==> config.mk <==
export PLATFORM = sky130hd
export DESIGN_NAME = pipe_out_frame_tx
export DESIGN_NICKNAME = d
export VERILOG_FILES = /design/src/rtl/pipe_out_frame_tx.sv
export SDC_FILE = /design/constraint.sdc
export NUM_CORES = 1
export LEC_CHECK = 0
export ABC_AREA = 1
export CORE_MARGIN = 2
export CORE_UTILIZATION = 60
export CTS_CLUSTER_SIZE = 28
export DETAILED_ROUTE_END_ITERATION = 8
export GPL_TIMING_DRIVEN = 0
export PLACE_DENSITY = 0.82
export SYNTH_ARGS = -nofsm -noshare
export SYNTH_HDL_FRONTEND = slang
export SYNTH_SLANG_ARGS = --single-unit
==> constraint.sdc <==
create_clock -name clk -period 11.69 [get_ports clk]
set_input_delay 1.7535 -clock clk [delete_from_list [all_inputs] [get_ports clk]]
set_output_delay 1.7535 -clock clk [all_outputs]
set_load 0.005 [all_outputs]
==> src/rtl/pipe_out_frame_tx.sv <==
// ---------------------------------------------------------------------------
// pipe_out_frame_tx
//
// Buffers 128-bit result frames in a small FIFO and hands them out one
// 32-bit word per ep_read strobe to a pipe-out endpoint, most-significant
// word first. A one-cycle trigger pulse marks every accepted frame.
//
// Handshake: a frame is pushed on any cycle where frame_valid and
// frame_ready are both high; frame_ready depends on registered state only,
// and a producer seeing frame_ready low keeps frame_valid and frame_data
// stable until the push happens.
//
// Optional feature macro: PIPE_OUT_TX_ERR_CNT_EN
//   defined   -> err_count counts underflow reads, saturating at 16'hFFFF
//   undefined -> err_count is tied to zero
//
// Ports
//   clk              in   single clock (okClk domain)
//   rst              in   synchronous active-high reset
//   frame_data       in   128-bit frame, word3=[127:96] .. word0=[31:0]
//   frame_valid      in   producer offers frame_data
//   frame_ready      out  block can accept a frame this cycle
//   ep_read          in   pipe-out read strobe, one word per cycle
//   ep_datain        out  registered word returned to the endpoint
//   frame_avail_trig out  one-cycle pulse the cycle after each push
//   frame_count      out  frames stored, including a partially read head
//   underflow_err    out  sticky: a read happened while empty
//   err_count        out  number of underflow reads (see macro above)
// ---------------------------------------------------------------------------
module pipe_out_frame_tx #(
    parameter int DEPTH = 4
) (
    input  logic                     clk,
    input  logic                     rst,
    input  logic [127:0]             frame_data,
    input  logic                     frame_valid,
    output logic                     frame_ready,
    input  logic                     ep_read,
    output logic [31:0]              ep_datain,
    output logic                     frame_avail_trig,
    output logic [$clog2(DEPTH):0]   frame_count,
    output logic                     underflow_err,
    output logic [15:0]              err_count
);

    localparam int PW = $clog2(DEPTH);
    localparam int CW = PW + 1;

    logic [127:0]  r_mem [DEPTH];
    logic [PW-1:0] r_wr_ptr;
    logic [PW-1:0] r_rd_ptr;
    logic [CW-1:0] r_count;
    logic [1:0]    r_read_idx;
    logic [31:0]   r_datain;
    logic          r_trig;
    logic          r_underflow;

    logic          w_push;
    logic          w_empty;
    logic          w_rd;
    logic          w_pop;
    logic          w_underflow_rd;
    logic [31:0]   w_head_word;

    // Ready comes from the registered count only, so a pop in the same
    // cycle never opens the door early; the freed slot shows up next cycle.
    assign frame_ready    = (r_count < CW'(DEPTH)) && !rst;
    assign w_push         = frame_valid && frame_ready;
    assign w_empty        = (r_count == '0);
    assign w_rd           = ep_read && !w_empty;
    assign w_underflow_rd = ep_read && w_empty;
    assign w_pop          = w_rd && (r_read_idx == 2'd0);
    assign w_head_word    = r_mem[r_rd_ptr][{r_read_idx, 5'b0} +: 32];

    // Frame storage carries no reset; only the pointers/count define validity.
    always_ff @(posedge clk) begin
        if (w_push) begin
            r_mem[r_wr_ptr] <= frame_data;
        end
    end

    always_ff @(posedge clk) begin
        if (rst) begin
            r_wr_ptr    <= '0;
            r_rd_ptr    <= '0;
            r_count     <= '0;
            r_read_idx  <= 2'd3;
            r_datain    <= '0;
            r_trig      <= 1'b0;
            r_underflow <= 1'b0;
        end else begin
            r_trig <= w_push;

            if (w_push) begin
                r_wr_ptr <= r_wr_ptr + PW'(1);
            end

            // Reads address the head frame, word3 first; the word0 read pops.
            if (w_rd) begin
                r_datain <= w_head_word;
                if (w_pop) begin
                    r_read_idx <= 2'd3;
                    r_rd_ptr   <= r_rd_ptr + PW'(1);
                end else begin
                    r_read_idx <= r_read_idx - 2'd1;
                end
            end else if (w_underflow_rd) begin
                // A push landing this same cycle is not visible yet: no bypass.
                r_datain    <= '0;
                r_underflow <= 1'b1;
            end

            case ({w_push, w_pop})
                2'b10:   r_count <= r_count + CW'(1);
                2'b01:   r_count <= r_count - CW'(1);
                default: r_count <= r_count;
            endcase
        end
    end

`ifdef PIPE_OUT_TX_ERR_CNT_EN
    logic [15:0] r_err_cnt;

    always_ff @(posedge clk) begin
        if (rst) begin
            r_err_cnt <= '0;
        end else if (w_underflow_rd && (r_err_cnt != 16'hFFFF)) begin
            r_err_cnt <= r_err_cnt + 16'd1;
        end
    end

    assign err_count = r_err_cnt;
`else
    assign err_count = 16'd0;
`endif

    assign ep_datain        = r_datain;
    assign frame_avail_trig = r_trig;
    assign frame_count      = r_count;
    assign underflow_err    = r_underflow;

endmodule

* Word level (Yosys, flattened, before mapping)
Memory sizes are Yosys's and may differ from the RTL's. A register that Yosys moved wholly into a read port is not among the register bits.
Index checks and enable logic that the tools add are counted.
W data, S select, Z words.
** Operators by class
- Add/subtract/negate cells :: 5
- Magnitude comparators :: 1
- Equality and inequality tests :: 2
- Shift-type cells :: 1
- Multiplexer cells :: 8
- Bitwise gates (word level) :: 1
- Reductions and logical operators :: 13
** Operators with widths (number)
- $shiftx A128 B8 Y32 :: 1
- $mux W32 :: 2
- $mux W2 :: 3
- $pmux W3 S2 :: 1
- $logic_and A1 B1 Y1 :: 5
- $add A2 B1 Y2 const B :: 2
- $reduce_and A2 Y1 :: 2
- $reduce_bool A2 Y1 :: 2
- $add A3 B1 Y3 const B :: 1
- $logic_not A3 Y1 :: 1
- $lt A3 B3 Y1 const B :: 1
- $sub A3 B1 Y3 const B :: 1
- $eq A2 B1 Y1 const B :: 1
- $eq A2 B2 Y1 const B :: 1
- $logic_not A1 Y1 :: 2
- $logic_not A2 Y1 :: 1
- $mux W1 :: 2
- $sub A2 B1 Y2 const B :: 1
- $not A1 Y1 :: 1
** Word-level totals
- Flip-flop bits (word level) :: 43
- Bits in writable memories :: 512
- Output and inout bits :: 54
- Memories kept :: 1
** Memories
- r_mem :: depth 4, width 128, rd ports 1, clocked after memory_dff 1, wr ports 1, RTL line 49 : logic [127:0] r_mem [DEPTH];

* Longest topological paths before layout
- Word-level depth :: 7
- Depth in mapped cells :: 13
- Gate-level depth less buffers :: 11

* Least setup slack after synthesis
No wires, ideal clock.
- Path kind :: input -> register
- Start :: in rst
- End :: mem r_mem[0][0] (enable)
- Setup time :: 0.617 ns
- Arrival time :: 7.442 ns
- Required time :: 11.073 ns
- Setup slack :: 3.631 ns
- Stages :: 3
- Path buffers :: 0
- Cell sequence :: nor2_1 > nand2_1 > nor2_1
** Between the ends
- Cells in the longest elaborated chain, start to end :: 5
** RTL lines
- start: declaration :: RTL line 34 : input logic rst,
- $logic_not A1 Y1 :: RTL line 67 : assign frame_ready = (r_count < CW'(DEPTH)) && !rst;
- $logic_and A1 B1 Y1 :: RTL line 67
- $logic_and A1 B1 Y1 :: RTL line 68 : assign w_push = frame_valid && frame_ready;
- $mux W1 :: RTL line 77 : if (w_push) begin
- $mux W1 (implied by the code) :: RTL line 78 : r_mem[r_wr_ptr] <= frame_data;
- end: declaration :: RTL line 49
No other way between the ends.

* Worst setup path in the final report
- Start :: in rst
- End :: out frame_ready
** Between the ends
- Cells in the longest elaborated chain, start to end :: 2
** RTL lines
- $logic_not A1 Y1 :: RTL line 67
- $logic_and A1 B1 Y1 :: RTL line 67
- end: declaration :: RTL line 37 : output logic frame_ready,
No other way between the ends.

==> results.sh <==
export IMPL_crit_path_start="rst"
export IMPL_finalCriticalPeriod_ps=4790
export IMPL_clkTransAtPathRegs_ps=60
export IMPL_worst_pin_slew_ps=980
export IMPL_worstSetupPathType="input port to primary output"
export IMPL_cts_made_buffers=54
export IMPL_design_area_um2=27100
export IMPL_muxShareOfSynthArea_pct=0
export IMPL_synth_seq_area_share_pct=72.8
export IMPL_final_max_slew_viol_count=0
export IMPL_yosysMostFrequentCell="edfxtp_1"
export IMPL_post_cts_buffers=0
export IMPL_syn_inst=1907
export IMPL_yosysTopAreaCellShare_pct=68.8
export IMPL_ir_drop_uv=135
export IMPL_grt_antenna_before_repair=1
export IMPL_grt_max_degree=29
export IMPL_numClockSinks=557
export IMPL_die_x_um=197
export IMPL_worst_ep_required_time_ps=9940
export IMPL_synth_yosys_warnings=0
export IMPL_gp_congestion=0.852
export IMPL_vias_per_cell=6.03
export IMPL_cts_root_buf="clkbuf_16"
export IMPL_synth_adder_area_share_pct=0.426
export IMPL_instances_no_fill=2681
export IMPL_slowest_delay_ps=560
export IMPL_async_reset_ff_share_pct=0
export IMPL_syn_area_um2=22300
export IMPL_timing_max_cap_violations=0
export IMPL_slew_headroom_pct=34.5
export IMPL_met3_usage_pct=5.68
export IMPL_finClkSkew_ps=31.4
export IMPL_synth_compound_area_share_pct=5.88
export IMPL_dieArea_um2=38800
export IMPL_synthXorXnorAreaFrac_pct=0.0392
export IMPL_r2r_start="r_read_idx[1]"
export IMPL_power_density_nw_per_um2=159
export IMPL_grt_ovfl_total=0
export IMPL_synthFlopType="edfxtp_1"
export IMPL_timing_fmax_mhz=209
export IMPL_grt_pass1_vias=15400
export IMPL_hold_violations=0
export IMPL_grt_use_met2_pct=50.6
export IMPL_yosys_area_share_simple_pct=15.5
export IMPL_fillCellCount=2142
export IMPL_cts_resized=0
export IMPL_worst_ep_arrival_time_ps=3040
export IMPL_initial_utilization_pct=61.0
export IMPL_dp_cells=2579
export IMPL_min_from="ep_datain[7]"
export IMPL_grt_first_pass_wirelength_mm=89.6
export IMPL_grt_total_usage_pct=31.1
export IMPL_drtIter0Drc=2493
export IMPL_gr_usage_met1_pct=41.9
export IMPL_rsz0062_at_grt="no"
export IMPL_utilization_pct=73.9
export IMPL_synth_distinct_cells=22
export IMPL_setup_viol=0
export IMPL_end_kind="primary output"
export IMPL_placed_area_um2=25200
export IMPL_dr_pass1_iters=6
export IMPL_wire_per_inst_um=22.6
export IMPL_drive_gt1_share_pct=7.87
export IMPL_synth_largest_area_cell="edfxtp_1"
export IMPL_h_tree_depth=2
export IMPL_die_y_um=197
export IMPL_clock_tree_buffer_depth=3
export IMPL_hold_ws_ps=477
export IMPL_via_count=16200
export IMPL_core_um2=36600
export IMPL_hpwl_mm=39.8
export IMPL_synth_edff_count=512
export IMPL_cp_common_cell="clkdlybuf4s50_1"
export IMPL_critPathLaunchType="input port"
export IMPL_netlist_top_cells_count="edfxtp_1 (512), nor2_1 (370), nand2_1 (240), nand3_1 (233), inv_1 (127)"
export IMPL_path_cells="clkdlybuf4s50_1 -> nor2_1 -> clkdlybuf4s50_1"
export IMPL_area_delta_synth_final_pct=21.1
export IMPL_cp_max_fo=4
export IMPL_syn_avg_cell_area_um2=11.7
export IMPL_ioPinCount=186
export IMPL_synth_seq_cells=557
export IMPL_period_share_pct=41.0
export IMPL_cts_tree="yes"
export IMPL_cp_slowest_cell="clkdlybuf4s50_1"
export IMPL_routed_wl_mm=60.5
export IMPL_ant_nets=0
export IMPL_synth_top_family_by_area="simple AND/OR/NAND/NOR gates"
export IMPL_portBuffers=169
export IMPL_insertion_delay_ps=590
export IMPL_row_count=70
export IMPL_min_path_type="flip-flop to flip-flop"
export IMPL_status="complete, no violations"
export IMPL_yosys_top_cells_area="edfxtp_1 (69%), nor2_1 (6.2%), nand3_1 (5.2%), dfxtp_1 (4.0%), nand2_1 (4.0%)"
export IMPL_p_leak_nw=9.83
export IMPL_final_nets=2306
export IMPL_hold_buffers=0
export IMPL_drc=0
export IMPL_grt_busiest_layer="met2"
==> cell type report <==
type | count | area (µm²) | share of cell area [%]
sequential | 557 | 16300 | 60.1
multi-input combinational | 1110 | 4960 | 18.3
timing repair buffer | 189 | 2140 | 7.92
clock buffer | 76 | 1540 | 5.68
buffer | 125 | 704 | 2.60
tap | 468 | 586 | 2.16
inverter | 130 | 488 | 1.80
clock inverter | 25 | 360 | 1.33
antenna | 1 | 2.50 | 0.00925
==> routing by layer <==
metal | up-vias | share of wire (%) | wire (µm)
li1 | 7093 | - | -
met5 | - | 0 | 0
met2 | 1212 | 48 | 29300
met1 | 7703 | 36 | 21600
met4 | 0 | 3.8 | 2300
met3 | 148 | 12 | 7290
==> sequential cells by signal, indices dropped and copies added (netlist names), named ones only <==
| register | cells |
|---|---|
| ep_datain | 32 |
| frame_count | 3 |
| r_read_idx | 2 |
| r_wr_ptr | 2 |
| r_mem | 512 |
| r_rd_ptr | 2 |
| frame_avail_trig | 1 |
| underflow_err | 1 |
==> logic make-up after synthesis <==
logic type                 after synthesis
buffers and inverters                  255
and+or+nand+nor                        843
DFF                                    557
AOI/OAI and AO/OA                      243
xor gates and xnor gates                 1
adders and majority gates                7
other                                    1
==> stage by stage <==
| step | total power [W] | setup WS (ps) | TNS, ps |
|---|---|---|---|
| finish | 0.00431 | 6900 | 0 |
| global placement | 0.00249 | -1270 | -610900 |
| detailed placement | 0.00249 | 6700 | 0 |
| global route | 0.00440 | 6890 | 0 |
| CTS | 0.00430 | 6910 | 0 |
| floorplan | 0.00237 | 3630 | 0 |
==> cell usage in the layout (no fill, tap or decap), drive strengths merged, types with 45 or more instances in the layout <==
master	n
nand2	240
clkbuf	113
nor2	370
nand3	233
buf	108
inv	132
o21ai	187
dfxtp	45
clkdlybuf4s50	169
edfxtp	512
==> critical path: cells and delay by family <==
kind	cells	cell delay [ps]
buffers and inverters	2	1090
and+or+nand+nor	1	200
==> worst paths after layout <==
path | cells past startpoint | end | slack [ps]
worst max-delay path | 3 | frame_ready | 6900
worst min-delay path | 2 | ep_datain[7] | 480
worst max register to register | 13 | frame_count[2] | 8090
worst min register to register | 2 | ep_datain[7] | 480
==> where the power goes <==
| part | internal [W] | switching, W |
|---|---|---|
| Sequential | 0.00222 | 0.0000160 |
| Combinational | 0.0000891 | 0.000129 |
| Clock | 0.00112 | 0.000734 |
| Total | 0.00343 | 0.000879 |
No activity file was read; power rests on OpenSTA's default activity.
